**config.mk**
```make
export PLATFORM = sky130hd
export DESIGN_NAME = hazard_ctrl
export DESIGN_NICKNAME = d
export VERILOG_FILES = /design/src/rtl/hazard_pkg.sv /design/src/rtl/mem_wait_fsm.sv /design/src/rtl/hazard_ctrl.sv
export SDC_FILE = /design/constraint.sdc
export NUM_CORES = 1
export LEC_CHECK = 0
export CAP_MARGIN = 10
export CORE_UTILIZATION = 40
export CTS_BUF_LIST = sky130_fd_sc_hd__clkbuf_2
export CTS_CLUSTER_DIAMETER = 100
export DETAILED_ROUTE_END_ITERATION = 8
export GPL_TIMING_DRIVEN = 0
export PLACE_DENSITY_LB_ADDON = 0.2
export SLEW_MARGIN = 20
export SYNTH_ARGS = -nofsm -noshare
export SYNTH_HDL_FRONTEND = slang
export SYNTH_SLANG_ARGS = --single-unit
```
**constraint.sdc**
```tcl
create_clock -name clk -period 1.75 [get_ports clk]
set_clock_uncertainty 0.15 [all_clocks]
set_input_delay 0.35 -clock clk [delete_from_list [all_inputs] [get_ports clk]]
set_output_delay 0.35 -clock clk [all_outputs]
set_load 0.02 [all_outputs]
```
**src/rtl/hazard_pkg.sv**
```systemverilog
// Shared types for the hazard controller: forwarding select encodings,
// memory-wait state enum and the operand forwarding helper.
package hazard_pkg;

   localparam logic [1:0] FWD_RF = 2'b00;
   localparam logic [1:0] FWD_W  = 2'b01;
   localparam logic [1:0] FWD_M  = 2'b10;

   typedef enum logic [1:0] {
      RUN     = 2'd0,
      MEMWAIT = 2'd1,
      ERR     = 2'd2
   } mem_state_e;

   // M-stage result is younger than W, so its match wins.
   function automatic logic [1:0] fwd_sel(
      input logic [4:0] src,
      input logic [4:0] wr_m,
      input logic       we_m,
      input logic [4:0] wr_w,
      input logic       we_w
   );
      logic [1:0] sel;
      sel = FWD_RF;
      if ((src != 5'd0) && (src == wr_m) && we_m)
         sel = FWD_M;
      else if ((src != 5'd0) && (src == wr_w) && we_w)
         sel = FWD_W;
      return sel;
   endfunction

endpackage

```
**src/rtl/mem_wait_fsm.sv**
```systemverilog
// Data-memory ready handshake: tracks consecutive wait cycles, raises a
// sticky error after MEM_TIMEOUT of them and reports when the pipe must hold.
//
//   state   | meaning
//   --------+-----------------------------------------------------------
//   RUN     | no outstanding wait; stalls only if a request misses ready
//   MEMWAIT | access outstanding; cnt_q counts wait cycles from 1
//   ERR     | timed out; pipeline frozen and error held until reset
module mem_wait_fsm
   import hazard_pkg::*;
#(
   parameter int MEM_TIMEOUT = 255,
   parameter int CNT_W       = 8
) (
   input  logic clk,
   input  logic rst_n,
   input  logic mem_req_i,
   input  logic mem_ready_i,
   output logic memstall_o,
   output logic mem_err_o
);

   localparam logic [CNT_W-1:0] TIMEOUT_C = CNT_W'(MEM_TIMEOUT);

   mem_state_e       state_q;
   logic [CNT_W-1:0] cnt_q;
   logic             mem_err_q;

   always_ff @(posedge clk or negedge rst_n) begin
      if (!rst_n) begin
         state_q   <= RUN;
         cnt_q     <= '0;
         mem_err_q <= 1'b0;
      end else begin
         case (state_q)
            RUN: begin
               if (mem_req_i && !mem_ready_i) begin
                  state_q <= MEMWAIT;
                  cnt_q   <= CNT_W'(1);
               end
            end
            // The M stage is frozen here, so mem_req_i carries no new information.
            MEMWAIT: begin
               if (mem_ready_i) begin
                  state_q <= RUN;
                  cnt_q   <= '0;
               end else if (cnt_q == TIMEOUT_C) begin
                  state_q   <= ERR;
                  mem_err_q <= 1'b1;
               end else begin
                  cnt_q <= cnt_q + CNT_W'(1);
               end
            end
            ERR: begin
               mem_err_q <= 1'b1;
            end
            default: begin
               state_q <= RUN;
               cnt_q   <= '0;
            end
         endcase
      end
   end

   assign memstall_o = (state_q == MEMWAIT) || (state_q == ERR) ||
                       ((state_q == RUN) && mem_req_i && !mem_ready_i);
   assign mem_err_o  = mem_err_q;

endmodule

```
**src/rtl/hazard_ctrl.sv**
```systemverilog
// Pipeline hazard unit: forwarding selects, load-use/branch stalls and
// memory-wait freeze for the five-stage datapath registers.
module hazard_ctrl
   import hazard_pkg::*;
#(
   parameter int MEM_TIMEOUT = 255,
   parameter int CNT_W       = 8
) (
   input  logic       clk,
   input  logic       reset,
   input  logic [4:0] RsD,
   input  logic [4:0] RtD,
   input  logic       BranchD,
   input  logic       PCSrcD,
   input  logic [4:0] RsE,
   input  logic [4:0] RtE,
   input  logic [4:0] WriteRegE,
   input  logic       RegWriteE,
   input  logic       MemtoRegE,
   input  logic [4:0] WriteRegM,
   input  logic       RegWriteM,
   input  logic       MemtoRegM,
   input  logic       MemReqM,
   input  logic       MemReadyM,
   input  logic [4:0] WriteRegW,
   input  logic       RegWriteW,
   output logic       StallF,
   output logic       StallD,
   output logic       StallE,
   output logic       StallM,
   output logic       RegClrD,
   output logic       FlushE,
   output logic       FlushW,
   output logic [1:0] ForwardAE,
   output logic [1:0] ForwardBE,
   output logic       ForwardAD,
   output logic       ForwardBD,
   output logic       MemErr
);

   logic memstall;
   logic mem_err;
   logic lwstall;
   logic branchstall;
   logic hz;

   mem_wait_fsm #(
      .MEM_TIMEOUT (MEM_TIMEOUT),
      .CNT_W       (CNT_W)
   ) u_mem_wait (
      .clk         (clk),
      .rst_n       (reset),
      .mem_req_i   (MemReqM),
      .mem_ready_i (MemReadyM),
      .memstall_o  (memstall),
      .mem_err_o   (mem_err)
   );

   assign lwstall     = MemtoRegE && ((RtE == RsD) || (RtE == RtD));
   assign branchstall = BranchD &&
                        ((RegWriteE && ((WriteRegE == RsD) || (WriteRegE == RtD))) ||
                         (MemtoRegM && ((WriteRegM == RsD) || (WriteRegM == RtD))));
   assign hz          = lwstall || branchstall;

   // Everything is forced low while reset is held, including the selects.
   always_comb begin
      StallF    = 1'b0;
      StallD    = 1'b0;
      StallE    = 1'b0;
      StallM    = 1'b0;
      RegClrD   = 1'b0;
      FlushE    = 1'b0;
      FlushW    = 1'b0;
      ForwardAE = FWD_RF;
      ForwardBE = FWD_RF;
      ForwardAD = 1'b0;
      ForwardBD = 1'b0;
      MemErr    = 1'b0;
      if (reset) begin
         StallF    = hz || memstall;
         StallD    = hz || memstall;
         StallE    = memstall;
         StallM    = memstall;
         FlushW    = memstall;
         // A frozen E register must not also be bubbled.
         FlushE    = hz && !memstall;
         // A taken branch on stale operands must not squash D.
         RegClrD   = PCSrcD && !(hz || memstall);
         ForwardAE = fwd_sel(RsE, WriteRegM, RegWriteM, WriteRegW, RegWriteW);
         ForwardBE = fwd_sel(RtE, WriteRegM, RegWriteM, WriteRegW, RegWriteW);
         ForwardAD = (RsD != 5'd0) && (RsD == WriteRegM) && RegWriteM;
         ForwardBD = (RtD != 5'd0) && (RtD == WriteRegM) && RegWriteM;
         MemErr    = mem_err;
      end
   end

endmodule

```
==> key figures <==
Logic synthesis
  • Yosys reg bits: 11
  • Yosys cell types: 39
  • Mapped Area: 1430 um2
  • Number of flops mapped to enable cells by yosys: 0
  • Warnings from Yosys: 0
  • Syn_area_per_cell: 8.126 um2
  • Sequential share of the synthesized area: 19.25%
  • Post-synthesis async set-or-reset flop share: 100.0%
  • Prevailing post-synth register cell: dfrtp_1
  • Mapped Cells: 176
  • Syn_nets: 226

Worst setup path
  • Critical Path End Type: primary output
  • CP Max Fanout: 4
  • Critical path launch point type: register
  • CP Cell Sequence: inv_2 > ha_4 > a31oi_4 > and3_1 > and3_4 > buf_6
  • Delay of the slowest critical-path stage: 0.44 ns
  • Worst EP arrival: 1.69 ns
  • Worst path required time: 1.25 ns
  • Setup CP Type: register to primary output
  • Slowest CP cell: dfrtp_1

Clocking
  • CTS tree: done
  • H-tree depth: 1
  • Clock Pin Slew Worst Setup and Hold Paths: 0.11 ns
  • CTS root buf: clkbuf_2
  • Clock latency on the worst-skew pair: 0.25 ns
  • Clk sinks: 11
  • Max Root-Sink Buffers: 2
  • Total CTS buffers: 3

Routing
  • Drt drc: 0
  • 1st-iter DRT viols: 73
  • Routed Antenna Nets: 0
  • Routed WL: 4617 um
  • Pre-Repair DR Iteration Count: 4
  • Via/cell ratio: 5.136
  • Number of vias in the routed layout: 1587
  • DR WL/cell: 14.94 um

Floorplanning
  • Die ar.: 3819 um2
  • Core ar.: 3390 um2
  • I/O pins: 60
  • Number of core rows: 21
  • Die width: 61.80 um
  • Initial Utilization: 42.19%
  • DIE HEIGHT: 61.80 um

Timing
  • Slew Viols, Final: 0
  • Period Utilization, post-route: 125.3%
  • Peak Freq: 0.4562 GHz
  • Slew Limit Headroom: 66.21%
  • RSZ-0062 raised after global routing: true
  • Slew @ Worst Pin: 0.5052 ns
  • Setup WS post-layout: -0.4422 ns
  • Setup violations, final: 18
  • Crit path time final: 2.192 ns
  • Final Hold Viols: 0
  • Setup TNS: -4.472 ns

Placed design
  • IO buf count: 54
  • HPWL after DPL: 2961 um
  • GPL Wtd Cong: 0.7732
  • Placed cells: 276
  • Place WS: -1.525 ns

Layout
  • Commonest non-fill, non-tap cell in the layout: buf_4
  • Fin util: 77.48%
  • Commonest non-fill, non-tap cells in the layout: buf_4 (32), xnor2_1 (30), buf_6 (25), xor2_1 (16), dfrtp_1 (11)
  • Fill cells: 207
  • Layout area overhead: 83.64%
  • Antenna cells: 0
  • Share of layout cells above drive strength 1: 48.67%
  • Fin nets: 314
  • Final non-filler cell total: 309

Global routing
  • Largest net degree at the start of global routing: 12
  • Initial antenna violation count: 0
  • GRT Residual Overflow: 0
  • Vias in the first global route: 1557
  • First-pass GRT wire length: 6844 um
  • Overall Global Routing Usage: 24.12%

Run
  • MaxCap Viol Count: 0

Hold path
  • Hold Path Class: register to register

Pwr
  • Pleak: 1.148 nW
  • Cell Pwr Density: 641.5 nW/um2
  • Peak supply drop: 0.2925 mV

Outcome
  • Status: complete, but fails checks
  • Failing checks: negative setup slack
[per-stage QoR]
stage	power (mW)	hold slack, ns	area [um2]
2_1_floorplan	0.8533	-0.09559	1549
3_3_place_gp	1.125	0.3129	2147
3_5_place_dp	1.139	0.3108	2147
4_1_cts	1.546	0.3367	2452
5_1_grt	1.781	0.3569	2626
6_report	1.685	0.3290	2626
[cell usage after synthesis (all sizes together), types with 6 or more instances]
| cell | count | area share, % |
|---|---|---|
| xnor2 | 32 | 20 |
| buf | 10 | 4.5 |
| dfrtp | 11 | 19 |
| nand3 | 6 | 2.1 |
| inv | 9 | 2.4 |
| a21oi | 9 | 3.1 |
| nor2 | 11 | 3.4 |
| xor2 | 19 | 12 |
| and3 | 6 | 2.6 |
| nand4 | 10 | 4.8 |
| nand2 | 8 | 2.1 |
[kinds of logic after synthesis]
group	synth area share (%)
flip-flops	19.25
AO/OA/AOI/OAI	10.15
AND/OR/NAND/NOR	28.00
buffers and inverters	7.086
adder cells (fa/ha/maj)	3.500
XOR/XNOR	31.23
multiplexers	0.7873
[metal layers]
metal	track usage (%)	share of wire [%]	up-vias
met4	3.810	1.3	0
met2	48.69	53	54
met3	1.863	4.1	8
met1	27.65	42	745
li1	-	-	780
met5	0	0	-
[layout make-up]
class / instances / area [um2] / share of cell area (%)
multi-input cells: 145 / 1355 / 51.60
repair buffers: 83 / 763.2 / 29.06
flip-flops and latches: 11 / 275.3 / 10.48
plain buffers: 11 / 121.4 / 4.621
well taps: 46 / 57.56 / 2.192
inverters: 9 / 33.78 / 1.286
clock buffers: 4 / 20.02 / 0.7623
[flip-flops by register name (all words and copies together), names as in the netlist]
signal                flops
u_mem_wait.cnt_q          8
u_mem_wait.mem_err_o      1
u_mem_wait.state_q        2
[worst max-delay path, delay by kind of cell, from the launching register on]
| kind | cells | cell delay (ns) |
|---|---|---|
| AND/OR/NAND/NOR | 2 | 0.37 |
| adder cells (fa/ha/maj) | 1 | 0.21 |
| flip-flops | 1 | 0.44 |
| buffers and inverters | 2 | 0.22 |
| AO/OA/AOI/OAI | 1 | 0.20 |
[worst paths after layout]
kind	start	end	slack, ns	cells after the start
worst max-delay path	u_mem_wait.state_q[0]	RegClrD	-0.44	6
worst min-delay path	u_mem_wait.mem_err_o	u_mem_wait.mem_err_o	0.33	2
worst max register to register	u_mem_wait.state_q[0]	u_mem_wait.cnt_q[4]	-0.11	8
worst min register to register	u_mem_wait.mem_err_o	u_mem_wait.mem_err_o	0.33	2
max in group asynchronous	reset	u_mem_wait.cnt_q[2]	0.66	2
min in group asynchronous	reset	u_mem_wait.cnt_q[7]	0.45	2
[where the power goes]
part	leakage, nW	internal, mW	switching [mW]	total (mW)
combinational	0.989	0.659	0.552	1.21
clock	0.0166	0.0607	0.0845	0.145
sequential	0.142	0.294	0.0347	0.329
[repair_timing]
| action | in CTS | in global routing |
|---|---|---|
| endpoints found under the hold margin | 11 | 0 |
| pin swaps | 30 | 16 |
| gates cloned | 0 | 1 |
| gates resized for setup | 246 | 31 |
| hold buffers | 1 | 0 |
| buffers inserted | 19 | 8 |
| endpoints found under the setup margin | 21 | 22 |
No activity file was read; power rests on OpenSTA's default activity.
